**src/rtl/wb_stage_p.sv**
```systemverilog
// Registered write-back stage: selects ALU / load / PC+PC_INC data, extracts sub-word
// loads, waits for late load data and drives a one-cycle register-file write pulse.
module wb_stage_p #(
    parameter int XLEN   = 32,
    parameter int RA_W   = 5,
    parameter int PC_INC = 4,
    parameter int CNT_W  = 32
) (
    input  logic             clk,
    input  logic             rst,
    input  logic             in_valid,
    output logic             in_ready,
    input  logic [XLEN-1:0]  alu_result,
    input  logic [XLEN-1:0]  mem_rdata,
    input  logic             mem_rvalid,
    input  logic [XLEN-1:0]  pc,
    input  logic [RA_W-1:0]  rd_id,
    input  logic             reg_write,
    input  logic [1:0]       wdsel,
    input  logic [2:0]       ld_type,
    input  logic             flush,
    output logic             stall_req,
    output logic             rf_we,
    output logic [RA_W-1:0]  rf_waddr,
    output logic [XLEN-1:0]  rf_wdata,
    output logic             fwd_valid,
    output logic [RA_W-1:0]  fwd_rd,
    output logic [XLEN-1:0]  fwd_data,
    output logic [CNT_W-1:0] retire_cnt
);

    localparam int OFF_W = $clog2(XLEN / 8);

    localparam logic [0:0] S_IDLE = 1'b0;
    localparam logic [0:0] S_WAIT = 1'b1;

    localparam logic [1:0] WD_MEM = 2'b01;
    localparam logic [1:0] WD_PC  = 2'b10;

    localparam logic [2:0] LD_B  = 3'b000;
    localparam logic [2:0] LD_H  = 3'b001;
    localparam logic [2:0] LD_W  = 3'b010;
    localparam logic [2:0] LD_BU = 3'b100;
    localparam logic [2:0] LD_HU = 3'b101;
    localparam logic [2:0] LD_WU = 3'b110;

    // Sub-word extraction; offset bits below the element size are ignored.
    // The word offset collapses to zero for XLEN=32, so LW/LWU become the full word.
    function automatic logic [XLEN-1:0] load_extract(
        input logic [XLEN-1:0]  word,
        input logic [OFF_W-1:0] off,
        input logic [2:0]       ld
    );
        logic [OFF_W-1:0] h_off;
        logic [OFF_W-1:0] w_off;
        logic [XLEN-1:0]  b_sh;
        logic [XLEN-1:0]  h_sh;
        logic [XLEN-1:0]  w_sh;
        h_off = off & ~OFF_W'(1);
        w_off = off & ~OFF_W'(3);
        b_sh  = word >> {off, 3'b000};
        h_sh  = word >> {h_off, 3'b000};
        w_sh  = word >> {w_off, 3'b000};
        case (ld)
            LD_B:    return XLEN'($signed(b_sh[7:0]));
            LD_H:    return XLEN'($signed(h_sh[15:0]));
            LD_W:    return XLEN'($signed(w_sh[31:0]));
            LD_BU:   return XLEN'(b_sh[7:0]);
            LD_HU:   return XLEN'(h_sh[15:0]);
            LD_WU:   return XLEN'(w_sh[31:0]);
            default: return word;
        endcase
    endfunction

    logic [0:0]       state;
    logic [0:0]       state_nxt;
    logic [RA_W-1:0]  pend_rd;
    logic             pend_wr;
    logic [2:0]       pend_ld;
    logic [OFF_W-1:0] pend_off;

    logic             accept;
    logic             latch;
    logic             retire;
    logic [RA_W-1:0]  ret_rd;
    logic             ret_wr;
    logic [XLEN-1:0]  ret_data;

    assign in_ready  = (state == S_IDLE);
    assign stall_req = (state == S_WAIT);
    assign accept    = in_valid && in_ready;

    assign fwd_valid = rf_we;
    assign fwd_rd    = rf_waddr;
    assign fwd_data  = rf_wdata;

    // NOTE: every output of this block gets a default first, so no path leaves a
    // variable unassigned and no latch is inferred.
    always_comb begin
        state_nxt = state;
        latch     = 1'b0;
        retire    = 1'b0;
        ret_rd    = rd_id;
        ret_wr    = reg_write;
        ret_data  = alu_result;
        case (state)
            S_IDLE: begin
                if (accept) begin
                    if (wdsel == WD_MEM && !mem_rvalid) begin
                        latch     = 1'b1;
                        state_nxt = S_WAIT;
                    end else begin
                        retire = 1'b1;
                        if (wdsel == WD_MEM) begin
                            ret_data = load_extract(mem_rdata, alu_result[OFF_W-1:0], ld_type);
                        end else if (wdsel == WD_PC) begin
                            ret_data = pc + XLEN'(PC_INC);
                        end
                    end
                end
            end
            S_WAIT: begin
                // Flush beats a simultaneous mem_rvalid: the load is squashed.
                if (flush) begin
                    state_nxt = S_IDLE;
                end else if (mem_rvalid) begin
                    retire    = 1'b1;
                    ret_rd    = pend_rd;
                    ret_wr    = pend_wr;
                    ret_data  = load_extract(mem_rdata, pend_off, pend_ld);
                    state_nxt = S_IDLE;
                end
            end
            default: state_nxt = S_IDLE;
        endcase
    end

    // NOTE: sequential state uses non-blocking assignments so every register
    // samples the pre-edge values regardless of statement order.
    always_ff @(posedge clk or posedge rst) begin
        if (rst) begin
            state      <= S_IDLE;
            pend_rd    <= '0;
            pend_wr    <= 1'b0;
            pend_ld    <= '0;
            pend_off   <= '0;
            rf_we      <= 1'b0;
            rf_waddr   <= '0;
            rf_wdata   <= '0;
            retire_cnt <= '0;
        end else begin
            state <= state_nxt;
            if (latch) begin
                pend_rd  <= rd_id;
                pend_wr  <= reg_write;
                pend_ld  <= ld_type;
                pend_off <= alu_result[OFF_W-1:0];
            end
            // x0 and non-writing instructions still retire, they just never pulse rf_we.
            rf_we <= retire && ret_wr && (ret_rd != '0);
            if (retire) begin
                rf_waddr   <= ret_rd;
                rf_wdata   <= ret_data;
                retire_cnt <= retire_cnt + CNT_W'(1);
            end
        end
    end

endmodule

```
**config.mk**
```make
export PLATFORM = sky130hd
export DESIGN_NAME = wb_stage_p
export DESIGN_NICKNAME = d
export VERILOG_FILES = /design/src/rtl/wb_stage_p.sv
export SDC_FILE = /design/constraint.sdc
export NUM_CORES = 1
export LEC_CHECK = 0
export BUFFER_PORTS_ARGS = -buffer_cell sky130_fd_sc_hd__buf_2
export CELL_PAD_IN_SITES_DETAIL_PLACEMENT = 2
export CELL_PAD_IN_SITES_GLOBAL_PLACEMENT = 2
export CORE_UTILIZATION = 29
export DETAILED_ROUTE_END_ITERATION = 10
export PLACE_DENSITY_LB_ADDON = 0.3
export SETUP_SLACK_MARGIN = 0.5
export SKIP_CTS_REPAIR_TIMING = 1
export SLEW_MARGIN = 20
export SYNTH_ARGS = -nofsm -noshare
export SYNTH_HDL_FRONTEND = slang
export SYNTH_SLANG_ARGS = --single-unit
```
**constraint.sdc**
```tcl
create_clock -name clk -period 3.6 [get_ports clk]
set_input_delay 0.72 -clock clk [delete_from_list [all_inputs] [get_ports clk]]
set_output_delay 0.72 -clock clk [all_outputs]
set_load 0.05 [all_outputs]
```
Yosys cells after proc, flatten, opt, wreduce, memory -nomap -nowiden --
Index checks and enable logic that the tools add are counted.
Word-level totals: logic and storage cells 58, bits in registers 82, bits of input ports 112
Operators by class: mux-type cells 26, bitwise gates (word level) 1, reduce and logical (&&, ||, !) cells 8, add/subtract/negate cells 2, equality and inequality tests 8, shift operators 4
Operators with widths (count):
- one-hot mux 32 bit (4 select lines) | 2
- 2-to-1 mux 32 bit | 6
- one-hot mux 32 bit (2 select lines) | 1
- >> shifter 32 x 5 -> 16 bit | 2
- >> shifter 32 x 5 -> 8 bit | 2
- adder 32 x 1 -> 32 bit (second input constant) | 1
- adder 32 x 3 -> 32 bit (second input constant) | 1
- 2-to-1 mux 5 bit | 3
- equality test 3 bit (second input constant) | 4
- 2-to-1 mux 1 bit | 12
- equality test 3 x 1 -> 1 bit (second input constant) | 2
- logical NOT 3 bit | 2
- nonzero test 5 bit | 1
- logical AND 1 bit | 4
- one-hot mux 1 bit (2 select lines) | 2
- equality test 2 x 1 -> 1 bit (second input constant) | 1
- equality test 2 bit (second input constant) | 1
- logical NOT 1 bit | 1
- NOT 1 bit | 1

Longest topological paths before layout --
Gate-level depths: netlist of the first run.
word-level depth 7, mapped depth 7

Worst setup path after synthesis of the first run --
No wires, ideal clock.
path kind input to register, start point input ld_type[0], end point register rf_wdata[7], in the netlist fwd_data[7], data arrival time 2212 ps, slack 1260 ps, stages 7, setup time 128 ps, path buffers 2, path through clkbuf_1 -> nand2b_1 -> clkbuf_1 -> mux4_2 -> mux2_2 -> o32ai_1 -> o21ai_0
On the way: longest elaborated chain between the ends 6, elaborated cells on any way between the ends 9
Ends and longest elaborated chain:
- start: declaration | line 20 | input logic [2:0] ld_type,
- equality test 3 bit (tied with other cells) | line 64 | case (ld)
- one-hot mux 32 bit (4 select lines) * | line 64
- 2-to-1 mux 32 bit * | line 114 | if (wdsel == WD_MEM) begin
- 2-to-1 mux 32 bit * | line 109 | if (wdsel == WD_MEM && !mem_rvalid) begin
- 2-to-1 mux 32 bit * | line 108 | if (accept) begin
- one-hot mux 32 bit (2 select lines) * | line 106 | case (state)
- end signal: assignment | line 163 | rf_wdata <= ret_data;
- end: declaration | line 25 | output logic [XLEN-1:0] rf_wdata,
Mark *: on every way between the ends. The rest lies on a longest branch, timed or not. A chain may end at the register's enable or synchronous reset.

Final worst setup path of the first run --
start point register state, in the netlist stall_req, end point output in_ready
On the way: longest elaborated chain between the ends 1
Ends and longest elaborated chain:
- start: declaration | line 75 | logic [0:0] state;
- start signal: assignment | line 152 | state <= state_nxt;
- NOT 1 bit
- end: declaration | line 12 | output logic in_ready,
Every way passes these cells.

==> results of run 1 <==
[worst paths after layout]
kind	from	endpoint	slack, ns	cells after the start
setup / recovery	stall_req	in_ready	0.68	2
hold / removal	rst	fwd_data[1]	0.44	3
setup reg to reg	stall_req	retire_cnt[14]	0.88	5
hold reg to reg	retire_cnt[31]	retire_cnt[31]	0.47	1
max in group asynchronous	rst	fwd_data[30]	2.75	3
min in group clk	retire_cnt[31]	retire_cnt[31]	0.47	1
[worst register-to-register path, stage by stage (launching register included)]
cell and delay (ns):
dfrtp_1 0.65, nand2b_1 0.38, o21a_1 0.53, nor4_1 0.68, nand3_1 0.21, xnor2_1 0.16
[synthesized netlist by cell type (4+ instances only)]
library cell  instances
dfrtp_1              82
nand2_1              67
a21oi_1              62
nor2_1               51
buf_4                38
nand3_1              34
clkbuf_1             33
xnor2_1              25
nor3_1               24
xor2_1               24
o21ai_0              23
o22ai_1              23
nor2b_1              19
a31oi_1              17
mux2_2               17
inv_1                16
nand4_1              15
nor4_1               12
mux2i_1              11
nand2b_1             11
o211ai_1              9
o31ai_1               9
a211oi_1              8
a21o_1                8
and2_1                8
buf_2                 8
nand3b_1              7
o21a_1                7
a22oi_1               6
o221ai_1              6
or3_1                 6
a221oi_1              5
and4_1                5
buf_1                 4
nor3b_1               4
o31a_1                4
or4_4                 4
[state kept, by name, summed over array words and instances (netlist names)]
signal      flops
fwd_data       32
retire_cnt     32
fwd_rd          5
pend_rd         5
pend_ld         3
pend_off        2
fwd_valid       1
pend_wr         1
stall_req       1
[power groups by stage]
stage	Clock, mW	Combinational, mW	Sequential, mW
6_report	0.951	1.75	1.27
4_1_cts	0.968	1.75	1.27
5_1_grt	1.00	1.85	1.30
3_5_place_dp	0	1.75	1.29
2_1_floorplan	0	0.958	1.63
3_3_place_gp	0	1.72	1.28
[metal layers]
metal	part of all wire	track usage	wire length (microns)	vias up
met5	0	0	0	-
li1	-	-	-	3145
met2	0.47	0.399	13000	228
met4	0.025	0.0798	693	0
met3	0.052	0.0358	1450	39
met1	0.45	0.337	12600	3442
[stage by stage]
stage	hold WS [ns]	utilization	power, mW	area [sq um]	setup WS [ns]
CTS	0.476	0.367	3.99	7800	0.727
global placement	0.452	0.353	3.00	7510	0.834
detailed placement	0.465	0.353	3.04	7510	0.716
floorplan	0.480	-	2.59	6380	0.772
finish	0.438	0.367	3.97	7800	0.681
global route	0.491	0.367	4.15	7800	0.615
[logic make-up after synthesis]
logic type,after synthesis,synth area share
adders and majority gates,2,0.00392
DFF,82,0.321
AOI/OAI and AO/OA,220,0.230
and+or+nand+nor,286,0.239
muxes,29,0.0508
buffers and inverters,103,0.0868
xor gates and xnor gates,49,0.0672
[final cells by class]
class	count	area [sq um]	area share
Tap cell	275	344	0.0441
Clock buffer	9	225	0.0289
Clock inverter	7	65.1	0.00834
Multi-Input combinational cell	586	3790	0.485
Inverter	18	68.8	0.00882
Timing Repair Buffer	240	1260	0.162
Sequential cell	82	2050	0.263
==> key figures, run 1 <==
STA
  • Fin. Hold Viols: 0
  • Fin Clk Skew: 0.0114 ns
  • RSZ-0062 raised after global routing: false
  • Max-slew headroom: 0.266
  • Max-slew violations: 0
  • Final setup viols: 0
  • Crit path time final: roughly 2.9 ns
  • Measured slew at the worst slew-check pin: 1.09 ns
  • Final worst path period share: 0.811
  • Max Fclk: 343 MHz
  • Setup TNS: 0 ns

Placed design
  • Hpwl dp: 21600 microns
  • Placed Cells: around 1.2k
  • Port bufs: between 200 and 250
  • Routability cong.: 0.857

Detailed routing
  • Iteration-0 DRC Markers: between 300 and 400
  • Drt drc: 0
  • Vias: roughly 6.9k
  • Avg Vias per Cell: 5.63
  • Drt pass-1 iters: 6
  • Routed WL: 27700 microns
  • ANT nets after route: 0
  • Routed wire per std cell: ~23 microns

Finish
  • Cell Count, Final, Fillers Out: between 1k and 1.5k
  • Area grow syn2layout: 22.2%
  • Fin nets: 1051
  • Most common cell after layout, fill and taps aside: buf_2
  • Most frequent cells in the layout: 221 x buf_2, 82 x dfrtp_1, 67 x nand2_1
  • Ratio of cells with drive above 1 in the final layout: 0.317
  • Fill count: between 2k and 2.5k
  • Inserted Diodes: 0

Die
  • Core Box Area: 0.0213 sq mm
  • Die ar.: 0.0226 sq mm
  • Die W: ~150 microns
  • Starting density of the core: 0.300
  • FP Rows: 53
  • Die span in y: 150 microns
  • # IOs: 222

Setup path
  • Family with the most delay on the worst path: buffers and inverters
  • Critical Path AT: roughly 2.2 ns
  • CP bufs+invs: 2
  • Crit-path max FO: 18
  • Critical path's slowest cell: dfrtp_1
  • Setup CP Type: register to output pin
  • CP endpoint kind: output pin
  • Critical path cell sequence: clkinv_1, buf_2
  • Worst path max stage delay: 0.81 ns
  • CP startpoint kind: register
  • Worst Path Required: roughly 2.9 ns

Logic synthesis
  • Async SR Flop Fraction: 1.00
  • Post-synthesis sequential area ratio: 0.321
  • Syn_nets: 885
  • Largest area contributor in the netlist: dfrtp_1
  • Synth top area cells: dfrtp_1 32%, a21oi_1 4.9%, buf_4 4.5%, nand2_1 3.9%, xnor2_1 3.4%
  • Library cells used by synthesis: 72
  • Post-Syn Area: 0.00638 sq mm
  • Top cell type's share of synthesized area: 0.321
  • Post-synth EDFFs: 0
  • Syn Inst Count: 771
  • Count of state elements after synthesis: 82
  • Syn. warnings: 0
  • Syn_area_per_cell: 8.28 sq um
  • Ys flop type: dfrtp_1

Clocking
  • CTS H-tree lvls: 3
  • CTS tree: done
  • Largest buffer count on any clock path: 2
  • Root buf cell: clkbuf_16
  • Worst-path clk slew: around 0.07 ns
  • # clock sinks: about 80
  • Clk_lat worst skew: 0.36 ns
  • TritonCTS buffer count: 9

Power and ir drop
  • Logic gate share of total power: 0.440
  • Internal Power: 2.03 mW
  • NetSw: 1.94 mW
  • Leakage dissipation: 3.46 nW
  • Power Dens Cells: a little over 500 mW/mm^2
  • VDD IR max: between 0.15 and 0.2 mV
  • Switching part of the total: 0.488
  • Clock power share: 0.240
  • Sequential Power Share: 0.320

Worst hold path
  • HP Class: input port to asynchronous set/reset pin

Global route
  • Initial antenna violation count: 0
  • GRT Residual Overflow: 0
  • Largest net degree at the start of global routing: 83
  • Vias in the first global route: 6986
  • First-pass GRT wire length: around 42000 microns
  • Overall routing resource usage: 0.247

Outcome
  • Status: finished, final reports clean

Run
  • Max Cap Violations: 0
No activity file was read; power rests on OpenSTA's default activity.
==> run 2: changes to the inputs <==
==> constraint.sdc (replaced) <==
create_clock -name clk -period 2.8 [get_ports clk]
set_input_delay 0.56 -clock clk [delete_from_list [all_inputs] [get_ports clk]]
set_output_delay 0.56 -clock clk [all_outputs]
set_load 0.05 [all_outputs]
==> key figures, run 2 (same netlist as run 1, synthesis figures left out) <==
Outcome
  • Status: finished, final reports clean

Finish
  • Most common cell after layout, fill and taps aside: buf_2
  • Design area: 0.00800 sq mm (+2.5%)
  • Cell Count, Final, Fillers Out: 1240 (+1.9%)
  • Most frequent cells in the layout: 221 x buf_2, 82 x dfrtp_1, 67 x nand2_1
  • Post-layout util: 0.376 (+0.00929)
  • Area grow syn2layout: 25.3%
  • Fin nets: 1073 (+2.1%)
  • Ratio of cells with drive above 1 in the final layout: 0.335 (+0.0177)

STA
  • Setup TNS: 0 ns (unchanged)
  • Final worst path period share: 0.788
  • Fin Clk Skew: 0.00913 ns (-0.00223 ns)
  • Crit path time final: ~2.2 ns
  • RSZ-0062 raised after global routing: true
  • Worst hold slack: 0.277 ns (-0.161 ns)
  • Max-slew violations: 0 (unchanged)
  • Final WS setup: 0.594 ns (-0.0874 ns)
  • Fin. Hold Viols: 0 (unchanged)
  • Max-slew headroom: 0.512 (+0.246)
  • Measured slew at the worst slew-check pin: 0.732 ns (-0.362 ns)
  • Max Fclk: roughly 450 MHz
  • Final setup viols: 0 (unchanged)

Die
  • Core Box Area: 0.0213 sq mm (unchanged)
  • # IOs: 222 (unchanged)
  • Die span in y: 150 microns (unchanged)
  • Die ar.: 0.0226 sq mm (unchanged)
  • Starting density of the core: 0.300 (unchanged)
  • FP Rows: 53 (unchanged)
  • Die W: 150 microns (unchanged)

Global route
  • Initial antenna violation count: 1 (+1)
  • Routing usage on met1: 0.333 (-0.00419)
  • Overall routing resource usage: 0.247 (-0.000601)
  • First-pass GRT wire length: 42000 microns (+0.98%)
  • GRT Residual Overflow: 0 (unchanged)
  • Vias in the first global route: 7093 (+1.5%)
  • Met3 Usage GRT: 0.0270 (-0.00879)
  • GRT Max-Usage Layer: met2
  • Largest net degree at the start of global routing: 37 (-55%)
  • Met2 GRT Util: 0.397 (-0.00230)

Detailed routing
  • ANT nets after route: 0 (unchanged)
  • Routed WL: 27900 microns (+0.83%)
  • Drt drc: 0 (unchanged)
  • Iteration-0 DRC Markers: 409 (+22%)
  • Drt pass-1 iters: 5 (-1)
  • Vias: 6959 (+1.5%)
  • Avg Vias per Cell: 5.61 (-0.35%)
  • Routed wire per std cell: 22.5 microns (-1.0%)

Setup path
  • CP endpoint kind: register
  • CP startpoint kind: input port
  • Worst Path Required: 3.03 ns (+0.15 ns)
  • Critical path's slowest cell: or4_4
  • Worst path max stage delay: 0.69 ns (-0.12 ns)
  • Setup CP Type: input port to register
  • Crit-path max FO: 10 (-8)
  • Critical Path AT: 2.44 ns (+0.24 ns)
  • Critical path cell sequence: buf_2, nand4_1, or4_4, o31a_1, nor3_1, o31ai_1

Power and ir drop
  • VDD IR max: 0.280 mV (+50%)
  • Leakage dissipation: 3.57 nW (+3.1%)
  • Power Dens Cells: 646 mW/mm^2 (+27%)
  • Final Power: 5.17 mW (+30%)

Run
  • Max Cap Violations: 0 (unchanged)

Placed design
  • Hpwl dp: 21900 microns (+1.5%)
  • Placed Cells: 1218 (+1.4%)
  • Routability cong.: 0.852 (-0.57%)
  • Dpl cell area: 0.00765 sq mm (+1.9%)
  • Pre-CTS setup slack: 0.252 ns (-0.463 ns)
  • Port bufs: 221 (unchanged)

Clocking
  • CTS H-tree lvls: 3 (unchanged)
  • Worst-path clk slew: 0.07 ns (about the same)
  • Largest buffer count on any clock path: 2 (unchanged)
  • Clk_lat worst skew: 0.36 ns (about the same)
  • CTS tree: done
  • TritonCTS buffer count: 9 (unchanged)
  • Root buf cell: clkbuf_16
  • # clock sinks: 82 (unchanged)

Worst hold path
  • HP Class: input port to asynchronous set/reset pin
==> run 2: cell count changes in the layout (fill, tap and decap cells not counted) <==
cell / delta
clkinv_8: +1
o21a_1: -1
buf_4: +21
diode_2: +1
clkinvlp_4: +2
inv_8: +1
clkinv_2: -1
buf_12: +1
o21a_2: +1
nand3_1: -1
nand3_2: +1
inv_6: -3
==> run 2: layout make-up <==
type                       count  area [sq um]
inverter                      18          71.3
clock inverter                 7          73.8
sequential                    82          2050
fill                        2512         13300
antenna                        1          2.50
multi-input combinational    586          3790
clock buffer                   9           225
timing repair buffer         262          1440
tap                          275           344
==> run 2: report_power, final <==
| group | internal (mW) | switching [mW] |
|---|---|---|
| Clock | 0.630 | 0.608 |
| Combinational | 0.646 | 1.67 |
| Sequential | 1.37 | 0.239 |
| Total | 2.65 | 2.52 |
==> run 2: per-layer routing <==
metal  wire (microns)  vias up  share of wire
li1                 -     3192              -
met1            12700     3491           0.46
met2            13100      237           0.47
met3             1330       39          0.047
met4              812        0          0.029
met5                0        -              0
==> run 2: worst paths after layout <==
| kind | from | end | slack (ns) | cells after the start |
|---|---|---|---|---|
| hold / removal | rst | fwd_rd[2] | 0.28 | 2 |
| setup reg to reg | retire_cnt[5] | retire_cnt[28] | 0.66 | 5 |
| hold reg to reg | retire_cnt[31] | retire_cnt[31] | 0.46 | 1 |
| setup / recovery | pc[2] | fwd_data[25] | 0.59 | 6 |
| max in group asynchronous | rst | fwd_data[12] | 1.91 | 3 |
| min in group clk | flush | stall_req | 0.42 | 2 |
==> run 2: worst max-delay path, delay by kind of cell <==
family,cells,cell delay [ns]
simple gates,3,1.27
buf+inv,1,0.13
compound gates,2,0.47
